`src/rtl/cpu_pkg.sv`:
```
// Definitions shared by the data cache and the backing data memory:
// cache FSM state encoding, the word width and word-address indexing.
package cpu_pkg;

    localparam int WORD_W = 32;

    typedef enum logic [1:0] {
        DC_IDLE,
        DC_RD_REQ,
        DC_WR_REQ,
        DC_RESP
    } dc_state_e;

    // Word number of a byte address. The backing memory indexes with the same function.
    function automatic logic [29:0] word_index(input logic [31:0] addr);
        return addr[31:2];
    endfunction

endpackage

```
`src/rtl/dcache_array.sv`:
```
// Storage for the direct-mapped cache: valid, tag and data word per line.
// Only the valid bits are reset; one combinational read port, one write port.
module dcache_array
    import cpu_pkg::*;
#(
    parameter int LINES = 16,
    parameter int IDX_W = $clog2(LINES),
    parameter int TAG_W = 30 - IDX_W
) (
    input  logic              clk_i,
    input  logic              rst_i,
    input  logic [IDX_W-1:0]  rd_idx,
    output logic              rd_valid,
    output logic [TAG_W-1:0]  rd_tag,
    output logic [WORD_W-1:0] rd_data,
    input  logic              wr_en,
    input  logic [IDX_W-1:0]  wr_idx,
    input  logic [TAG_W-1:0]  wr_tag,
    input  logic [WORD_W-1:0] wr_data
);

    logic [LINES-1:0]  valid_q;
    logic [TAG_W-1:0]  tag_q  [LINES];
    logic [WORD_W-1:0] data_q [LINES];

    always_ff @(posedge clk_i or posedge rst_i) begin
        if (rst_i) begin
            valid_q <= '0;
        end else if (wr_en) begin
            valid_q[wr_idx] <= 1'b1;
        end
    end

    // Tag and data are meaningless until their valid bit is set, so no reset here.
    always_ff @(posedge clk_i) begin
        if (wr_en) begin
            tag_q[wr_idx]  <= wr_tag;
            data_q[wr_idx] <= wr_data;
        end
    end

    assign rd_valid = valid_q[rd_idx];
    assign rd_tag   = tag_q[rd_idx];
    assign rd_data  = data_q[rd_idx];

endmodule

```
`src/rtl/dcache_wt.sv`:
```
// Direct-mapped, write-through, no-write-allocate data cache for the MEM stage.
// Load hits answer in the same cycle; misses and stores stall until the memory acks.
module dcache_wt
    import cpu_pkg::*;
#(
    parameter int LINES = 16
) (
    input  logic              clk_i,
    input  logic              rst_i,
    input  logic              MemRead_i,
    input  logic              MemWrite_i,
    input  logic [31:0]       addr_i,
    input  logic [WORD_W-1:0] data_i,
    output logic [WORD_W-1:0] data_o,
    output logic              stall_o,
    output logic              mem_req_o,
    output logic              mem_we_o,
    output logic [31:0]       mem_addr_o,
    output logic [WORD_W-1:0] mem_wdata_o,
    input  logic              mem_ack_i,
    input  logic [WORD_W-1:0] mem_rdata_i,
    output logic [31:0]       hit_cnt_o,
    output logic [31:0]       miss_cnt_o
);

    localparam int IDX_W = $clog2(LINES);
    localparam int TAG_W = 30 - IDX_W;

    dc_state_e         state_q;
    logic              mem_req_q;
    logic              mem_we_q;
    logic              resp_load_q;
    logic [WORD_W-1:0] resp_data_q;
    logic [31:0]       hit_cnt_q;
    logic [31:0]       miss_cnt_q;

    logic [29:0]       word;
    logic [IDX_W-1:0]  idx;
    logic [TAG_W-1:0]  tag;
    logic              line_valid;
    logic [TAG_W-1:0]  line_tag;
    logic [WORD_W-1:0] line_data;
    logic              hit;
    logic              is_store;
    logic              is_load;
    logic              arr_we;
    logic [WORD_W-1:0] arr_wdata;

    assign word     = word_index(addr_i);
    assign idx      = word[IDX_W-1:0];
    assign tag      = word[29:IDX_W];
    assign hit      = line_valid && (line_tag == tag);
    // A simultaneous read and write request is handled as a store.
    assign is_store = MemWrite_i;
    assign is_load  = MemRead_i && !MemWrite_i;

    // Refills always allocate; stores only update a line that already holds the address.
    assign arr_we    = mem_ack_i && ((state_q == DC_RD_REQ) || (state_q == DC_WR_REQ && hit));
    assign arr_wdata = (state_q == DC_RD_REQ) ? mem_rdata_i : data_i;

    dcache_array #(
        .LINES (LINES),
        .IDX_W (IDX_W),
        .TAG_W (TAG_W)
    ) u_array (
        .clk_i    (clk_i),
        .rst_i    (rst_i),
        .rd_idx   (idx),
        .rd_valid (line_valid),
        .rd_tag   (line_tag),
        .rd_data  (line_data),
        .wr_en    (arr_we),
        .wr_idx   (idx),
        .wr_tag   (tag),
        .wr_data  (arr_wdata)
    );

    always_ff @(posedge clk_i or posedge rst_i) begin
        if (rst_i) begin
            state_q     <= DC_IDLE;
            mem_req_q   <= 1'b0;
            mem_we_q    <= 1'b0;
            resp_load_q <= 1'b0;
            resp_data_q <= '0;
            hit_cnt_q   <= '0;
            miss_cnt_q  <= '0;
        end else begin
            case (state_q)
                DC_IDLE: begin
                    if (is_store) begin
                        state_q   <= DC_WR_REQ;
                        mem_req_q <= 1'b1;
                        mem_we_q  <= 1'b1;
                    end else if (is_load) begin
                        if (hit) begin
                            if (hit_cnt_q != 32'hFFFF_FFFF) hit_cnt_q <= hit_cnt_q + 32'd1;
                        end else begin
                            if (miss_cnt_q != 32'hFFFF_FFFF) miss_cnt_q <= miss_cnt_q + 32'd1;
                            state_q   <= DC_RD_REQ;
                            mem_req_q <= 1'b1;
                            mem_we_q  <= 1'b0;
                        end
                    end
                end
                DC_RD_REQ: begin
                    if (mem_ack_i) begin
                        state_q     <= DC_RESP;
                        mem_req_q   <= 1'b0;
                        resp_load_q <= 1'b1;
                        resp_data_q <= mem_rdata_i;
                    end
                end
                DC_WR_REQ: begin
                    if (mem_ack_i) begin
                        state_q     <= DC_RESP;
                        mem_req_q   <= 1'b0;
                        mem_we_q    <= 1'b0;
                        resp_load_q <= 1'b0;
                    end
                end
                DC_RESP: begin
                    state_q <= DC_IDLE;
                end
                default: begin
                    state_q   <= DC_IDLE;
                    mem_req_q <= 1'b0;
                    mem_we_q  <= 1'b0;
                end
            endcase
        end
    end

    // Outputs are forced quiet while reset is held so a mid-transaction reset frees the pipeline at once.
    always_comb begin
        stall_o = 1'b0;
        data_o  = '0;
        if (!rst_i) begin
            case (state_q)
                DC_IDLE: begin
                    if (is_store || (is_load && !hit)) stall_o = 1'b1;
                    if (is_load && hit) data_o = line_data;
                end
                DC_RD_REQ, DC_WR_REQ: stall_o = 1'b1;
                DC_RESP: begin
                    if (resp_load_q) data_o = resp_data_q;
                end
                default: stall_o = 1'b0;
            endcase
        end
    end

    assign mem_req_o   = mem_req_q;
    assign mem_we_o    = mem_we_q;
    assign mem_addr_o  = {addr_i[31:2], 2'b00};
    assign mem_wdata_o = data_i;
    assign hit_cnt_o   = hit_cnt_q;
    assign miss_cnt_o  = miss_cnt_q;

endmodule
```
`config.mk`:
```
export PLATFORM = sky130hd
export DESIGN_NAME = dcache_wt
export DESIGN_NICKNAME = d
export VERILOG_FILES = /design/src/rtl/cpu_pkg.sv /design/src/rtl/dcache_array.sv /design/src/rtl/dcache_wt.sv
export SDC_FILE = /design/constraint.sdc
export NUM_CORES = 1
export LEC_CHECK = 0
export ABC_AREA = 1
export CORE_MARGIN = 2
export CORE_UTILIZATION = 54
export DETAILED_ROUTE_END_ITERATION = 10
export PLACE_DENSITY = 0.76
export SETUP_SLACK_MARGIN = 0.4
export SYNTH_ARGS = -nofsm -noshare
export SYNTH_HDL_FRONTEND = slang
export SYNTH_HIERARCHICAL = 1
export SYNTH_SLANG_ARGS = --single-unit
```
`constraint.sdc`:
```
create_clock -name clk_i -period 4.6 [get_ports clk_i]
set_input_delay 0.46 -clock clk_i [delete_from_list [all_inputs] [get_ports clk_i]]
set_output_delay 0.46 -clock clk_i [all_outputs]
set_load 0.02 [all_outputs]
```
==> run metrics, run 1 <==
outcome=complete, no violations; number of warnings issued by yosys=6; Std-Cell Rows=109; Worst Setup Start Kind=primary input; Starting Density=54.34%; DRC violations left=0; aggregate routed wire length=roughly 120 mm; power density normalized to cell area=398.2 nW/um^2; wire length of the first global-routing pass=187.8 mm; GPL Wtd Cong=between 0.9 and 1; ANT cells=0; detailed-route vias per instance=5.390; final number of hold-violating endpoints=0; R2R Path Start=u_array/tag_q[5][22]$_DFFE_PP_; P&R area growth vs syn=16.49%; Cell Area, Synth=47870 um^2; logic depth of the worst register-to-register path=18; maximum level of the CTS H-tree=3; residual antenna-violating net count after detailed routing=0; slew at the pin closest to its max-slew limit=~1300 ps; layout cells sized above 1=about 6.7%; worst endpoint required time=4140 ps; Detail Placement HPWL=72.48 mm; number of input and output port buffers inserted=259; register-to-register setup slack=1190 ps; number of buffers inserted by post-CTS setup repair=0; placed cell count=6257; Routed wire per std cell=19.25 um; non-filler instance count after layout=6454; CP Data Arrival Time=3600 ps; most used cell, CP=nand2_1; IR drop worst, VDD=0.3226 mV; Total Negative Setup Slacks=0 ps; pin count of the biggest net entering global routing=95; y dimension of the die=301.7 um; setup repair after global routing missed its margin=false; Hold WC Path Type=in2reg; number of max-cap violations=0; TritonCTS buffer count=106; placed instance area=52330 um^2; total via count in the routed design=34787; CTS Hold Bufs=0; Mapped Cells=between 4000 and 5000; source of the critical timing path=addr_i[2]; setup-violating endpoint count in the final report=0; Starting DRT DRC Count=between 3000 and 4000; Worst Path Class, Setup=in2out; biggest cell delay along the critical path=370 ps; number of global-route vias before repair=33535; Root Buffer Master=clkbuf_16; Layout Cell Area excl Fill=between 50000 and 60000 um^2; clock tree from TritonCTS=yes; max-slew violations=0; setup slack after layout=between 500 and 600 ps; number of antenna violations at the first check in global routing=1; category of cells accounting for the largest share of critical-path delay=simple AND/OR/NAND/NOR gates; horizontal die dimension=301.7 um; clock-pin slew of the registers on the worst-case setup and hold paths=~60 ps; Worst Setup Slack post-DPL=25.74 ps; Clock Path Buffers=3; net count reported at finish=around 5300; clock latency reported for the late side of the worst-skew pair=around 700 ps; maximum fanout along the worst path=36; # clock sinks=1045; count of buffering cells on the critical path with inverters included=6; final core utilization=a little over three fifths; Final Hold Slack=between 300 and 400 ps; die outline area=91050 um^2; Yosys reg bits=1045; remaining global-route overflow=0; relative slew slack=13.28%; number of ports placed on the die boundary=~260; stages on the worst setup path=20; achievable frequency=246.4 MHz; Mean Syn Cell Area=9.630 um^2; total iterations of the first detailed-routing run=6; proportion of synthesized chip area in sequential cells=64.33%; endpoint of the most critical register-to-register path=u_array/tag_q[4][25]$_DFFE_PP_; standby leakage power=24.16 nW; endpoint of the worst setup timing path=data_o[4]; slowest stage cell on the critical path=dlygate4sd2_1; min Tclk post-route=4059 ps; PnR Total Power=22.21 mW; Overall Global Routing Usage=26.96%; count of different cell masters after synthesis=33; Worst Clk Skew=74.33 ps; final critical-path share of the clock period=88.24%; kind of capture point of the worst setup path=primary output; ordered list of cells on the worst path=buf_8 -> inv_12 -> buf_4 -> buf_4 -> nand2_1 -> nand2_1 -> nand2_1 -> nand3_1 -> nand3_1 -> nand2_1 -> nand2_1 -> nand2_1 -> nand2_1 -> nor2_1 -> nand3_4 -> nor3b_4 -> buf_12 -> nand2_1 -> a21oi_1 -> dlygate4sd2_1; area of the core=88100 um^2
## per-layer routing
metal	routed length, um	global-route usage, %	up-vias
met1	47340	34.35	16491
met2	60910	45.62	1655
li1	-	-	16309
met3	10120	3.922	330
met5	26	0	-
met4	5820	12.97	2
## state kept, by name, indices dropped and copies added, names as in the netlist
| name | flops |
|---|---|
| mem_we_o | 1 |
| hit_cnt_o | 32 |
| resp_load_q | 1 |
| miss_cnt_o | 32 |
| u_array/tag_q | 416 |
| resp_data_q | 32 |
| mem_req_o | 1 |
| state_q | 2 |
| u_array/valid_q | 16 |
| u_array/data_q | 512 |
## worst register-to-register path: stages (launching register included)
cell	delay, ps
edfxtp_1	380
inv_1	60
nand2_1	40
nand3_1	90
nand3_1	100
nand3_1	120
nand2_1	100
inv_1	70
nand2_1	60
nand2_1	90
nand2_1	70
nor2_2	230
nand3_4	190
o31ai_1	350
buf_4	220
nand3_1	80
buf_4	190
nor2_4	330
buf_12	250
## power breakdown
part | leakage, nW | internal (mW) | switching, mW
registers | 9.84 | 11.0 | 0.139
logic | 12.7 | 0.768 | 1.85
clock network | 1.64 | 4.81 | 3.63
total | 24.2 | 16.6 | 5.62
## repair_timing
item                       4_1_cts  5_1_grt
gates resized for setup         34       15
setup endpoints to repair       32       13
cloned                           0        0
pin swaps                        1        0
## layout make-up
| cell class | count | area (um^2) |
|---|---|---|
| clock buffer | 129 | 2739 |
| tap | 1165 | 1458 |
| fill | 6668 | 32330 |
| timing repair buffer | 413 | 4589 |
| sequential | 1045 | 30790 |
| clock inverter | 68 | 661.9 |
| inverter | 845 | 3198 |
| multi-input combinational | 2789 | 12330 |
## Yosys cell counts, drive strengths merged
master | n | area (um^2)
nand3b | 3 | 22.52
ha | 7 | 87.58
buf | 242 | 1541
edfxtp | 928 | 27870
xor2 | 33 | 289.0
o21ai | 69 | 356.6
o31ai | 1 | 7.510
nand2 | 1686 | 6329
mux2 | 19 | 214.0
or2 | 1 | 6.260
o21bai | 1 | 7.510
conb | 1 | 3.750
dfrtp | 117 | 2928
xnor2 | 25 | 219.0
nand4 | 10 | 62.56
inv | 845 | 3172
nor3 | 24 | 120.1
nor3b | 3 | 33.78
clkbuf | 51 | 192.7
nor4 | 8 | 50.05
nor2 | 111 | 419.2
a21oi | 46 | 230.2
nand3 | 740 | 3714
## worst min-delay path by stage
stage	from	endpoint	slack (ps)	cells past startpoint
after global placement	u_array/valid_q[15]$_DFFE_PP0P_	u_array/valid_q[15]$_DFFE_PP0P_	440	2
after global routing	mem_rdata_i[14]	resp_data_q[14]$_DFFE_PP0P_	320	3
after CTS	mem_rdata_i[11]	resp_data_q[11]$_DFFE_PP0P_	290	3
after floorplan	rst_i	u_array/valid_q[0]$_DFFE_PP0P_	370	1
final	mem_rdata_i[11]	resp_data_q[11]$_DFFE_PP0P_	310	3
after detailed placement	u_array/valid_q[3]$_DFFE_PP0P_	u_array/valid_q[3]$_DFFE_PP0P_	450	2
## cell usage in the layout, fill, tap and decap left out, drive strengths merged, types with 53 or more instances in the layout
cell and instances:
nor2 111, edfxtp 928, clkdlybuf4s50 223, nand3 740, dfrtp 117, nand2 1686
inv 848, buf 158, clkinv 53, clkbuf 131, o21ai 69
## cells by family (layout without fill, tap and decap cells)
family / count (synthesis) / count (layout) / share of synthesized area (%)
AO/OA/AOI/OAI: 117 / 117 / 1.257
buffers and inverters: 1138 / 1455 / 10.25
other: 1 / 2 / 0.007833
XOR/XNOR: 58 / 58 / 1.061
adder cells (fa/ha/maj): 7 / 7 / 0.1829
flip-flops: 1045 / 1045 / 64.33
multiplexers: 19 / 19 / 0.4469
AND/OR/NAND/NOR: 2586 / 2586 / 22.47
No activity file was read; power rests on OpenSTA's default activity.
==> run 2, diff against run 1 <==
--- a/config.mk
+++ b/config.mk
@@ -8,9 +8,12 @@
 export ABC_AREA = 1
 export CORE_MARGIN = 2
 export CORE_UTILIZATION = 54
+export CTS_CLUSTER_DIAMETER = 60
+export CTS_CLUSTER_SIZE = 40
 export DETAILED_ROUTE_END_ITERATION = 10
 export PLACE_DENSITY = 0.76
 export SETUP_SLACK_MARGIN = 0.4
+export SLEW_MARGIN = 20
 export SYNTH_ARGS = -nofsm -noshare
 export SYNTH_HDL_FRONTEND = slang
 export SYNTH_HIERARCHICAL = 1
==> run 2 against run 1 <==
First-iteration DRC count shrank 0.98%. Design area shrank 1.2%. Wire length shrank 1.5%. Critical path type unchanged. Critical endpoint is now data_o[3]. Largest power group unchanged. Highest routed layer unchanged.
==> run metrics, run 2 (same netlist as run 1, synthesis figures left out) <==
number of antenna violations at the first check in global routing=1 (unchanged); Starting Density=54.34% (unchanged); outcome=complete, no violations; IR drop worst, VDD=0.2905 mV (-10%); endpoint of the most critical register-to-register path=u_array/data_q[4][25]$_DFFE_PP_; number of input and output port buffers inserted=259 (unchanged); clock-pin slew of the registers on the worst-case setup and hold paths=90 ps (+30 ps); maximum fanout along the worst path=40 (+11%); layout cells sized above 1=6.976% (+0.32 points); TritonCTS buffer count=75 (-29%); wire length of the first global-routing pass=186.1 mm (-0.91%); die outline area=91050 um^2 (unchanged); Worst Path Class, Setup=in2out; worst endpoint required time=4140 ps (about the same); GPL Wtd Cong=0.9414 (unchanged); Worst Clk Skew=54.96 ps (-19.38 ps); P&R area growth vs syn=15.10%; total area of multi-input combinational cells=12350 um^2 (+0.19%); Starting DRT DRC Count=3726 (-0.98%); aggregate routed wire length=122.4 mm (-1.5%); number of global-route vias before repair=33065 (-1.4%); commonest cells after routing, fill and taps aside=1684 x nand2_1, 928 x edfxtp_1, 839 x inv_1; final number of hold-violating endpoints=0 (unchanged); FF/Latch Area=30790 um^2 (unchanged); Worst Setup Start Kind=primary input; remaining global-route overflow=0 (unchanged); setup-violating endpoint count in the final report=0 (unchanged); Root Buffer Master=clkbuf_16; horizontal die dimension=301.7 um (unchanged); standby leakage power=23.67 nW (-2.0%); Total Negative Setup Slacks=0 ps (unchanged); number of ports placed on the die boundary=264 (unchanged); most used routing layer in global routing=met2; worst min-delay path endpoint=resp_data_q[15]$_DFFE_PP0P_; Clock Path Buffers=3 (unchanged); Hold Path Origin=mem_rdata_i[15]; Std-Cell Rows=109 (unchanged); CP Data Arrival Time=3600 ps (about the same); min Tclk post-route=4056 ps (-2.845 ps); number of max-cap violations=0 (unchanged); GR Util met1=34.60% (+0.25 points); Detail Placement HPWL=72.62 mm (+0.19%); R2R Path Start=u_array/tag_q[14][20]$_DFFE_PP_; y dimension of the die=301.7 um (unchanged); residual antenna-violating net count after detailed routing=0 (unchanged); Final Hold Slack=378.7 ps (+66.38 ps); logic depth of the worst register-to-register path=19 (+1); clock tree from TritonCTS=yes; power density normalized to cell area=381.2 nW/um^2 (-4.3%); fill count=6817 (+2.2%); largest registers=u_array/data_q x512, u_array/tag_q x416; relative slew slack=23.30% (+10 points); slew at the pin closest to its max-slew limit=1151 ps (-150.3 ps); Routed wire per std cell=19.13 um (-0.62%); Overall Global Routing Usage=26.65% (-0.31 points); most common cell after layout, fill and taps aside=nand2_1; area of the core=88100 um^2 (unchanged); # clock sinks=1045 (unchanged); CTS Hold Bufs=0 (unchanged); total via count in the routed design=34528 (-0.74%); max FFs per register=512 (unchanged); pin count of the biggest net entering global routing=95 (unchanged); maximum level of the CTS H-tree=3 (unchanged); max-slew violations=0 (unchanged); setup repair after global routing missed its margin=true; clock latency reported for the late side of the worst-skew pair=660 ps (-40 ps); Hold Path Stages=3 (unchanged); Hold WC Path Type=in2reg; register ranked first by flip-flop count=u_array/data_q; register-to-register setup slack=1180 ps (about the same); kind of capture point of the worst setup path=primary output; DRC violations left=0 (unchanged); detailed-route vias per instance=5.396 (+0.11%); final critical-path share of the clock period=88.18% (about the same); GR Util met3=3.397% (-0.52 points); met2 Use GR=45.19% (-0.43 points); net count reported at finish=5278 (-0.57%); achievable frequency=246.5 MHz (about the same); PnR Total Power=21.00 mW (-5.4%); total iterations of the first detailed-routing run=6 (unchanged)
[run 2: per-stage QoR]
step	setup slack, ps	util, %	std cells	area, um^2
global placement	32.57	59.40	6257	52330
global route	395.5	62.54	6397	55100
CTS	458.4	62.50	6397	55060
finish	543.9	62.54	6399	55100
floorplan	117.5	-	4972	47920
detailed placement	8.434	59.40	6257	52340
[run 2: worst max-delay path: stages]
cell,delay (ps)
buf_8,200
buf_16,240
buf_16,230
nand2_1,70
nand2_1,70
nand2_1,60
nand3_1,90
nand3_1,70
nand2_1,110
inv_1,50
nand2_1,60
nand2_1,90
nor2_1,130
nand2_1,80
nor2_2,170
nand2_2,200
nor3b_4,310
buf_12,210
nand2_1,100
a21oi_1,170
dlygate4sd2_1,350
[run 2: repair_timing]
action	CTS	global route
hold endpoints to repair	0	0
setup buffers	1	0
gates cloned	0	0
pin swaps	1	1
resized for setup	36	21
endpoints found under the setup margin	32	33
[run 2: area by class of cell]
class	instances	area share [%]
timing repair buffer	414	8.263
multi-input combinational	2789	22.42
sequential	1045	55.89
tap	1165	2.645
antenna	2	0.009083
clock inverter	60	1.385
inverter	845	5.804
clock buffer	79	3.588
[run 2: report_power, final]
| part | switching [mW] | internal, mW | leakage (nW) |
|---|---|---|---|
| registers | 0.137 | 11.0 | 9.84 |
| clock network | 3.73 | 3.52 | 1.32 |
| logic | 1.85 | 0.776 | 12.5 |
[run 2: worst max path at each step]
stage          startpoint                         endpoint  depth (start not counted)
4_1_cts         addr_i[2]                        data_o[5]                         21
5_1_grt         addr_i[2]                        data_o[3]                         21
6_report        addr_i[2]                        data_o[3]                         21
2_1_floorplan   addr_i[2]  u_array/data_q[11][0]$_DFFE_PP_                         19
3_5_place_dp    addr_i[2]                        data_o[5]                         20
3_3_place_gp    addr_i[2]                        data_o[5]                         19
[run 2: per-layer routing]
layer  wire length [um]  vias up
met4               5144        2
met2              60020     1626
met5                  9        -
met3               9912      300
li1                   -    16250
met1              47320    16350
